$ cat config.mk
export PLATFORM = sky130hd
export DESIGN_NAME = fetch_stage_flat
export DESIGN_NICKNAME = d
export VERILOG_FILES = /design/src/rtl/fetch_stage_if.sv /design/src/rtl/fetch_stage.sv /design/src/flat_wrapper.sv
export SDC_FILE = /design/constraint.sdc
export NUM_CORES = 1
export LEC_CHECK = 0
export ABC_AREA = 1
export ABC_CLOCK_PERIOD_IN_PS = 3900
export BUFFER_PORTS_ARGS = -buffer_cell sky130_fd_sc_hd__buf_2
export CORE_ASPECT_RATIO = 0.9
export CORE_MARGIN = 2
export CORE_UTILIZATION = 52
export CTS_CLUSTER_DIAMETER = 40
export DETAILED_ROUTE_END_ITERATION = 10
export GPL_ROUTABILITY_DRIVEN = 0
export PLACE_DENSITY = 0.78
export SETUP_SLACK_MARGIN = 0.02
export SYNTH_ARGS = -nofsm -noshare
export SYNTH_HDL_FRONTEND = slang
export SYNTH_SLANG_ARGS = --single-unit
$ cat constraint.sdc
create_clock -name clk -period 3.9 [get_ports clk]
set_input_delay 0.195 -clock clk [delete_from_list [all_inputs] [get_ports clk]]
set_output_delay 0.195 -clock clk [all_outputs]
set_load 0.01 [all_outputs]
$ cat src/rtl/fetch_stage_if.sv
// Fetch-stage bundle: instruction-memory port plus the datapath-facing
// instruction handshake and redirect inputs.
interface fetch_stage_if #(
    parameter int WD = 32
);
    logic          imem_req;
    logic [WD-1:0] imem_addr;
    logic [WD-1:0] imem_rdata;
    logic          out_valid;
    logic          out_ready;
    logic [WD-1:0] instr;
    logic [WD-1:0] PC;
    logic [WD-1:0] PCPlus4;
    logic          Branch;
    logic          Jump;
    logic          JumpReg;
    logic          flag;
    logic [WD-1:0] IMM;
    logic [WD-1:0] DOutAlu;
    logic          halted;

    modport master (
        output imem_req, imem_addr,
        output out_valid, instr, PC, PCPlus4, halted,
        input  imem_rdata, out_ready,
        input  Branch, Jump, JumpReg, flag, IMM, DOutAlu
    );

    modport slave (
        input  imem_req, imem_addr,
        input  out_valid, instr, PC, PCPlus4, halted,
        output imem_rdata, out_ready,
        output Branch, Jump, JumpReg, flag, IMM, DOutAlu
    );
endinterface

$ cat src/rtl/fetch_stage.sv
// Instruction fetch: PC, 1-cycle imem reads, skid FIFO with bypass,
// and same-cycle branch/jump redirect with sticky misalignment halt.
module fetch_stage #(
    parameter int               WD       = 32,
    parameter logic [WD-1:0]    RESET_PC = '0,
    parameter int               DEPTH    = 2
) (
    input  logic           clk,
    input  logic           rst_n,
    fetch_stage_if.master  bus
);
    localparam int            CW  = $clog2(DEPTH + 1);
    localparam logic [WD-1:0] NOP = WD'(32'h0000_0013);

    typedef enum logic {RUN, HALT} state_e;

    state_e        state_q;
    logic [WD-1:0] fetch_pc_q;
    logic          infl_q;
    logic [WD-1:0] infl_pc_q;
    logic [CW-1:0] cnt_q, cnt_d;
    logic [WD-1:0] fifo_ins_q [DEPTH];
    logic [WD-1:0] fifo_pc_q  [DEPTH];
    logic [WD-1:0] fifo_ins_d [DEPTH];
    logic [WD-1:0] fifo_pc_d  [DEPTH];

    logic          has_q;
    logic          valid;
    logic [WD-1:0] head_ins;
    logic [WD-1:0] head_pc;
    logic          pop;
    logic          redir;
    logic [WD-1:0] target;
    logic          misal;
    logic          room;
    logic          req;
    logic [WD-1:0] addr;
    logic          push;

    assign has_q    = (cnt_q != '0);
    assign head_ins = has_q ? fifo_ins_q[0] : bus.imem_rdata;
    assign head_pc  = has_q ? fifo_pc_q[0]  : infl_pc_q;
    assign valid    = has_q | infl_q;

    assign pop   = valid & bus.out_ready;
    assign redir = pop & (bus.Jump | bus.JumpReg |
                          (bus.Branch & bus.flag));

    assign target = bus.JumpReg ? (bus.DOutAlu & ~WD'(1))
                                : head_pc + bus.IMM;
    assign misal  = redir & (target[1:0] != 2'b00);

    assign room = (32'(cnt_q) + 32'(infl_q)) < 32'(DEPTH);
    // Reset gates the request so memory sees nothing while held in reset.
    assign req  = rst_n & (state_q == RUN) & ~misal & (redir | room);
    assign addr = redir ? target : fetch_pc_q;

    // A popped bypass head or a flushed response must not enter the FIFO.
    assign push = infl_q & ~(pop & ~has_q) & ~redir;

    assign bus.imem_req  = req;
    assign bus.imem_addr = addr;
    assign bus.out_valid = valid;
    assign bus.instr     = valid ? head_ins : NOP;
    assign bus.PC        = valid ? head_pc  : '0;
    assign bus.PCPlus4   = bus.PC + WD'(4);
    assign bus.halted    = (state_q == HALT);

    always_comb begin
        fifo_ins_d = fifo_ins_q;
        fifo_pc_d  = fifo_pc_q;
        cnt_d      = cnt_q;
        if (pop && has_q) begin
            for (int i = 0; i < DEPTH - 1; i++) begin
                fifo_ins_d[i] = fifo_ins_q[i+1];
                fifo_pc_d[i]  = fifo_pc_q[i+1];
            end
            cnt_d = cnt_q - CW'(1);
        end
        if (push) begin
            for (int i = 0; i < DEPTH; i++) begin
                if (i == int'(cnt_d)) begin
                    fifo_ins_d[i] = bus.imem_rdata;
                    fifo_pc_d[i]  = infl_pc_q;
                end
            end
            cnt_d = cnt_d + CW'(1);
        end
        if (redir) begin
            cnt_d = '0;
        end
    end

    always_ff @(posedge clk or negedge rst_n) begin
        if (!rst_n) begin
            state_q    <= RUN;
            fetch_pc_q <= RESET_PC;
            infl_q     <= 1'b0;
            infl_pc_q  <= '0;
            cnt_q      <= '0;
            for (int i = 0; i < DEPTH; i++) begin
                fifo_ins_q[i] <= '0;
                fifo_pc_q[i]  <= '0;
            end
        end else begin
            cnt_q      <= cnt_d;
            fifo_ins_q <= fifo_ins_d;
            fifo_pc_q  <= fifo_pc_d;
            unique case (1'b1)
                misal: begin
                    state_q <= HALT;
                    infl_q  <= 1'b0;
                end
                req: begin
                    infl_q     <= 1'b1;
                    infl_pc_q  <= addr;
                    fetch_pc_q <= addr + WD'(4);
                end
                default: begin
                    infl_q <= 1'b0;
                end
            endcase
        end
    end
endmodule

$ cat src/flat_wrapper.sv
// flat-port wrapper written by rule: the top's interface ports become plain ports
module fetch_stage_flat 
#(
    parameter int               WD       = 32,
    parameter logic [WD-1:0]    RESET_PC = '0,
    parameter int               DEPTH    = 2
)
  (clk, rst_n, bus_imem_req, bus_imem_addr, bus_out_valid, bus_instr, bus_PC, bus_PCPlus4, bus_halted, bus_imem_rdata, bus_out_ready, bus_Branch, bus_Jump, bus_JumpReg, bus_flag, bus_IMM, bus_DOutAlu);
  fetch_stage_if #(.WD(WD)) bus_i ();
  input  logic clk;
  input  logic rst_n;
  output wire logic [$bits(bus_i.imem_req)-1:0] bus_imem_req;
  output wire logic [$bits(bus_i.imem_addr)-1:0] bus_imem_addr;
  output wire logic [$bits(bus_i.out_valid)-1:0] bus_out_valid;
  output wire logic [$bits(bus_i.instr)-1:0] bus_instr;
  output wire logic [$bits(bus_i.PC)-1:0] bus_PC;
  output wire logic [$bits(bus_i.PCPlus4)-1:0] bus_PCPlus4;
  output wire logic [$bits(bus_i.halted)-1:0] bus_halted;
  input wire logic [$bits(bus_i.imem_rdata)-1:0] bus_imem_rdata;
  input wire logic [$bits(bus_i.out_ready)-1:0] bus_out_ready;
  input wire logic [$bits(bus_i.Branch)-1:0] bus_Branch;
  input wire logic [$bits(bus_i.Jump)-1:0] bus_Jump;
  input wire logic [$bits(bus_i.JumpReg)-1:0] bus_JumpReg;
  input wire logic [$bits(bus_i.flag)-1:0] bus_flag;
  input wire logic [$bits(bus_i.IMM)-1:0] bus_IMM;
  input wire logic [$bits(bus_i.DOutAlu)-1:0] bus_DOutAlu;
  assign bus_imem_req = bus_i.imem_req;
  assign bus_imem_addr = bus_i.imem_addr;
  assign bus_out_valid = bus_i.out_valid;
  assign bus_instr = bus_i.instr;
  assign bus_PC = bus_i.PC;
  assign bus_PCPlus4 = bus_i.PCPlus4;
  assign bus_halted = bus_i.halted;
  assign bus_i.imem_rdata = bus_imem_rdata;
  assign bus_i.out_ready = bus_out_ready;
  assign bus_i.Branch = bus_Branch;
  assign bus_i.Jump = bus_Jump;
  assign bus_i.JumpReg = bus_JumpReg;
  assign bus_i.flag = bus_flag;
  assign bus_i.IMM = bus_IMM;
  assign bus_i.DOutAlu = bus_DOutAlu;
  fetch_stage #(.WD(WD), .RESET_PC(RESET_PC), .DEPTH(DEPTH)) u_core (.clk(clk), .rst_n(rst_n), .bus(bus_i));
endmodule
==> results of run 1 <==
[placed cells by master, fill, tap and decap left out, types with 38 or more instances in the layout]
cell type  instances
nand2_1          562
nor2_1           224
a21oi_1           79
buf_4             65
mux2_2            38
nand3_1          154
dfrtp_1          194
buf_2            231
a31oi_1           64
o21ai_0           73
inv_1            216
[synthesized netlist by cell type (all sizes together) (8+ instances only)]
library cell    n
nand2         585
o21a            9
nand3b         10
nand3         165
buf            36
ha             37
a21oi          86
xor2           23
nand4          13
clkbuf         55
dfrtp         194
mux2           38
nor3           17
o21bai          8
o21ai          86
o211ai         10
nor2          247
inv           225
a31oi          64
[kinds of logic after synthesis]
group | count (synthesis) | synth area share [%]
AOI/OAI and AO/OA | 275 | 12.1
xor gates and xnor gates | 29 | 1.90
adders and majority gates | 38 | 3.61
buffers and inverters | 318 | 9.53
DFF | 194 | 36.3
muxes | 38 | 3.20
and+or+nand+nor | 1049 | 33.4
[state kept, by name, summed over array words and instances, names as in the netlist]
signal,flops
u_core.fifo_ins_q,64
u_core.fifo_pc_q,64
u_core.infl_pc_q,32
u_core.fetch_pc_q,30
u_core.cnt_q,2
u_core.bus.halted,1
u_core.infl_q,1
[stage by stage]
step           util, %  instances  area, µm²  hold WS [ns]  worst slack [ns]
6_report          64.5       2534      16300        0.0208            0.0635
5_1_grt           64.5       2534      16300        0.0172           -0.0361
4_1_cts           63.1       2520      15900       0.00470            0.0310
3_5_place_dp      59.7       2471      15000         0.330             0.114
3_3_place_gp      59.7       2471      15000         0.323             0.269
2_1_floorplan        -       1941      13400        -0.101            0.0202
[report_power, final]
group          total [mW]  switching (mW)  internal, mW
registers            3.29           0.459          2.83
clock network        1.77           0.846         0.923
logic                8.55            5.37          3.18
total                13.6            6.68          6.93
[critical path, cell delays in order (launching register included)]
cell	delay [ns]
dfrtp_1	0.40
inv_2	0.08
ha_4	0.20
buf_4	0.13
nand2_2	0.11
inv_2	0.30
nor2_4	0.09
ha_4	0.19
nand3_4	0.10
nor2_4	0.06
nand4_4	0.08
nor2_4	0.05
buf_4	0.13
buf_4	0.12
buf_4	0.12
buf_4	0.12
buf_4	0.12
buf_4	0.12
buf_4	0.12
buf_4	0.13
buf_4	0.13
xor2_1	0.15
buf_2	0.16
[layout make-up]
cell class | instances | area [µm²] | area share (%)
clock buffers | 18 | 439 | 2.70
repair buffers | 311 | 1910 | 11.8
clock inverters | 13 | 146 | 0.901
well taps | 342 | 428 | 2.63
multi-input cells | 1429 | 7610 | 46.8
inverters | 227 | 865 | 5.32
flip-flops and latches | 194 | 4850 | 29.9
[metal layers]
layer | GRT usage [%] | vias up | wire, µm
met2 | 49.0 | 615 | 19500
met3 | 3.58 | 107 | 3030
li1 | - | 6724 | -
met1 | 39.1 | 6581 | 17200
met5 | 0 | - | 0
met4 | 13.6 | 0 | 1670
[worst paths after layout]
| kind | end | slack (ns) | cells past startpoint |
|---|---|---|---|
| max in group asynchronous | u_core.cnt_q[0]$_DFF_PN0_ | 2.12 | 3 |
| min in group asynchronous | u_core.fifo_pc_q[60]$_DFF_PN0_ | 0.40 | 2 |
| setup / recovery | bus_PCPlus4[16] | 0.06 | 22 |
| hold / removal | u_core.fifo_ins_q[30]$_DFFE_PN0P_ | 0.02 | 2 |
| setup reg to reg | u_core.fetch_pc_q[30]$_DFFE_PN0P_ | 0.15 | 24 |
| hold reg to reg | u_core.fifo_pc_q[24]$_DFFE_PN0P_ | 0.49 | 2 |
[repair_timing]
| action | in CTS | in global routing |
|---|---|---|
| gates resized for setup | 16 | 51 |
| cloned | 2 | 0 |
| buffers inserted | 12 | 14 |
| hold endpoints to repair | 91 | 0 |
| pin swaps | 6 | 11 |
| hold buffers | 4 | 0 |
| setup endpoints to repair | 6 | 40 |
==> flow_summary.ini, run 1 <==
[power]
ir_drop_mv = 0.456
power.total_mw = 13.6
p_leak_nw = 8.51
cellPowerDensity_nw_per_um2 = 837

[synthesis]
synth_ff_type = dfrtp_1
synth_top_area_share_pct = 36.3
netlist_area_um2 = 13400
synth_area_leaders = dfrtp_1 36%, nand2_1 16%, nor2_1 6.5%
synth_top_cell_by_area = dfrtp_1
ys_types = 53
syn_nets = 2082
synth_edf_count = 0
synth_cells = 1941
ys_ff_latch = 194
synth.avg_cell_area_um2 = 6.89
ys_warn_count = 0
seq_area_frac_synth_pct = 36.3
ys_async_sr_fraction_pct = 100

[timing]
clock.fmax_ghz = 0.261
fin_worst_skew_ns = 0.0118
setup_viol = 0
setup_tns_ns = 0
period_share_pct = 98.4
slew_viol_final = 0
hold_violations = 0
fin_crit_ns = 3.84
rsz0062_at_grt = true
slew-limit-headroom_pct = 38.1
tightest_slew_ns = 0.929

[critical_path]
path_class = reg -> out
worstSetupEndpointType = primary output
r2r-start = u_core.cnt_q[0]$_DFF_PN0_
startpoint = u_core.cnt_q[0]$_DFF_PN0_
required_ns = 3.70
start_kind = flip-flop
crit_arrival_ns = 3.64
cp_max_fo = 6

[hold_path]
hp-class = in -> reg
hp-start = bus_imem_rdata[30]

[detailed_routing]
drtAntennaViolNets = 0
vias = 14027
finalWirelength_um = 41500
drt_iter0_drc = 1502
viasPerCell = 5.54
route.detailed.drc = 0
drt-wirelength-per-cell_um = 16.4
firstDrtPassIters = 5

[floorplanning]
core_area_um2 = 25200
boundaryPins = 234
die_w_um = 173
start_util_pct = 53.1
die_h_um = 156
die_area_um2 = 27000
row_count = 55

[clocking]
ctsLongestPathBuffers = 2
cts.clk_slew.worst_paths_ns = 0.08
insertion_delay_ns = 0.44
htreeDepth = 4
cts_buffers = 17
root_buffer = clkbuf_16
clkSinkCount = 194
cts_tree = built

[global_route]
grt_first_pass_wirelength_um = 64400
antenna_found_initial = 0
grt_max_degree = 92
overflow = 0
grt_pass1_vias = 12838
track_usage_pct = 29.6

[finish]
nets = 2321
drive_gt1_share_pct = 22.5
diodes = 0
syn_to_final_growth_pct = 21.6
fillers = 2261

[placement]
numPortBuffers = 232
hpwl_um = 28900

[job]
max-cap-violations = 0

[status]
status = finished clean
(Power assumes the default switching activity.)
==> inputs of run 2 (changes only) <==
--- a/config.mk
+++ b/config.mk
@@ -8,13 +8,14 @@
 export ABC_AREA = 1
 export ABC_CLOCK_PERIOD_IN_PS = 3900
 export BUFFER_PORTS_ARGS = -buffer_cell sky130_fd_sc_hd__buf_2
-export CORE_ASPECT_RATIO = 0.9
+export CELL_PAD_IN_SITES_DETAIL_PLACEMENT = 1
+export CELL_PAD_IN_SITES_GLOBAL_PLACEMENT = 1
 export CORE_MARGIN = 2
-export CORE_UTILIZATION = 52
+export CORE_UTILIZATION = 37
 export CTS_CLUSTER_DIAMETER = 40
 export DETAILED_ROUTE_END_ITERATION = 10
 export GPL_ROUTABILITY_DRIVEN = 0
-export PLACE_DENSITY = 0.78
+export PLACE_DENSITY_LB_ADDON = 0.1
 export SETUP_SLACK_MARGIN = 0.02
 export SYNTH_ARGS = -nofsm -noshare
 export SYNTH_HDL_FRONTEND = slang
==> flow_summary.ini, run 2 (synthesized netlist as in run 1, its figures left out) <==
[clocking]
root_buffer = clkbuf_16
insertion_delay_ns = 0.44
clkSinkCount = 194
cts_buffers = 17
htreeDepth = 4
ctsLongestPathBuffers = 2
cts_tree = built
cts.clk_slew.worst_paths_ns = 0.07

[power]
intPower_mw = 7.60
clockPowerShare_pct = 12.3
comb_power_share_pct = 65.6
power.total_mw = 14.9
cellPowerDensity_nw_per_um2 = 860
seqPwrFrac_pct = 22.2
p_switching_mw = 7.25
switching_share_pct = 48.8
ir_drop_mv = 0.348
p_leak_nw = 8.83

[floorplanning]
start_util_pct = 37.6
row_count = 69
core_area_um2 = 35600
boundaryPins = 234
die_area_um2 = 37700
die_h_um = 194
die_w_um = 194

[finish]
nets = 2369
layout_common_cells = 535 x nand2_1, 231 x buf_2, 211 x inv_1
top_regs = u_core.fifo_ins_q (64), u_core.fifo_pc_q (64), u_core.infl_pc_q (32)
drive_gt1_share_pct = 28.0
finalInstanceArea_um2 = 17300
diodes = 0
final_common_cell = nand2_1
syn_to_final_growth_pct = 29.2

[job]
max-cap-violations = 0

[critical_path]
path_class = reg -> out
worstSetupEndpointType = primary output
required_ns = 3.70
cp_max_fo = 16
start_kind = flip-flop
crit_arrival_ns = 3.55

[timing]
tightest_slew_ns = 0.714
clock.fmax_ghz = 0.267
slew_viol_final = 0
rsz0062_at_grt = true
hold_violations = 0
fin_crit_ns = 3.75
fin_ws_ns = 0.151
period_share_pct = 96.1
slew-limit-headroom_pct = 52.4
fin_worst_skew_ns = 0.0122
setup_viol = 0

[placement]
numPortBuffers = 232
hpwl_um = 36500
post-place-ws_ns = 0.0905
placed_area_um2 = 15600

[global_route]
overflow = 0
antenna_found_initial = 0
track_usage_pct = 25.9
grt_first_pass_wirelength_um = 77800
grt_max_degree = 121
grt_pass1_vias = 14197

[detailed_routing]
vias = 14023
firstDrtPassIters = 4
drt-wirelength-per-cell_um = 18.5
finalWirelength_um = 50100
drt_iter0_drc = 729
route.detailed.drc = 0
viasPerCell = 5.19
drtAntennaViolNets = 0

[hold_path]
hp-class = in -> reg

[status]
status = finished clean
## run 2: changes by cell type in the layout (fill, tap and decap cells not counted), sizes merged
cell	before	now
buf	304	353
clkinvlp	0	4
inv	231	227
clkbuf	19	22
clkinv	8	5
dlygate4sd3	4	1
bufinv	1	3
bufbuf	2	1
## run 2: routing by layer
layer | wire length [µm] | vias up | track usage (%)
met1 | 22500 | 6951 | 34.1
met3 | 1650 | 39 | 3.60
met4 | 1120 | 0 | 6.00
met2 | 24700 | 224 | 45.0
li1 | - | 6809 | -
met5 | 0 | - | 0
## run 2: final timing paths
| check | to | slack, ns | startpoint | depth (start not counted) |
|---|---|---|---|---|
| min in group asynchronous | u_core.fetch_pc_q[28]$_DFFE_PN0P_ | 0.34 | rst_n | 2 |
| setup / recovery | bus_PCPlus4[31] | 0.15 | u_core.cnt_q[0]$_DFF_PN0_ | 20 |
| setup reg to reg | u_core.fetch_pc_q[27]$_DFFE_PN0P_ | 0.24 | u_core.cnt_q[0]$_DFF_PN0_ | 23 |
| hold reg to reg | u_core.fifo_pc_q[27]$_DFFE_PN0P_ | 0.49 | u_core.fifo_pc_q[27]$_DFFE_PN0P_ | 2 |
| max in group asynchronous | u_core.fifo_ins_q[47]$_DFF_PN0_ | 2.39 | rst_n | 3 |
| hold / removal | u_core.fifo_ins_q[2]$_DFFE_PN0P_ | 0.03 | bus_imem_rdata[2] | 2 |
## run 2: worst max-delay path, stage by stage, from the launching register on
cell and delay (ns):
dfrtp_1 0.37, inv_2 0.06, ha_4 0.22, buf_8 0.16
buf_8 0.15, nand2_8 0.11, buf_8 0.15, buf_6 0.12
nand2_2 0.08, nor2_1 0.11, nand2_1 0.10, nor2_2 0.17
nand3_2 0.13, nor2_4 0.19, nand4_4 0.19, nor2_4 0.21
nand2_2 0.10, nor2_2 0.09, nand2_1 0.06, xnor2_1 0.18
buf_2 0.15
## run 2: what timing repair did
action,4_1_cts,5_1_grt
hold buffers,1,0
pin swaps,5,36
buffers inserted,5,22
gates cloned,1,3
endpoints found under the hold margin,74,0
gates resized for setup,33,164
setup endpoints to repair,16,43
## run 2: cell type report
cell class	count	area, µm²
clock buffer	20	457
clock inverter	10	135
fill	4538	18300
inverter	227	870
multi-input combinational	1429	8080
sequential	194	4850
tap	461	577
timing repair buffer	357	2280
timing repair inverter	2	17.5
## run 2: stage by stage
step / TNS, ns / cells / hold slack, ns / util (%)
after floorplan: 0 / 1941 / -0.101 / -
after global placement: 0 / 2638 / 0.270 / 43.7
after CTS: 0 / 2675 / 0.00844 / 46.0
final: 0 / 2700 / 0.0274 / 48.5
after detailed placement: 0 / 2638 / 0.263 / 43.7
after global routing: -0.265 / 2700 / 0.0124 / 48.5
## run 2: power by group through the flow
stage,Combinational [mW],Sequential [mW],Clock (mW)
2_1_floorplan,5.31,3.18,0
3_3_place_gp,8.38,3.26,0
3_5_place_dp,8.56,3.31,0
4_1_cts,8.83,3.28,1.86
5_1_grt,10.8,3.39,1.94
6_report,9.74,3.29,1.82
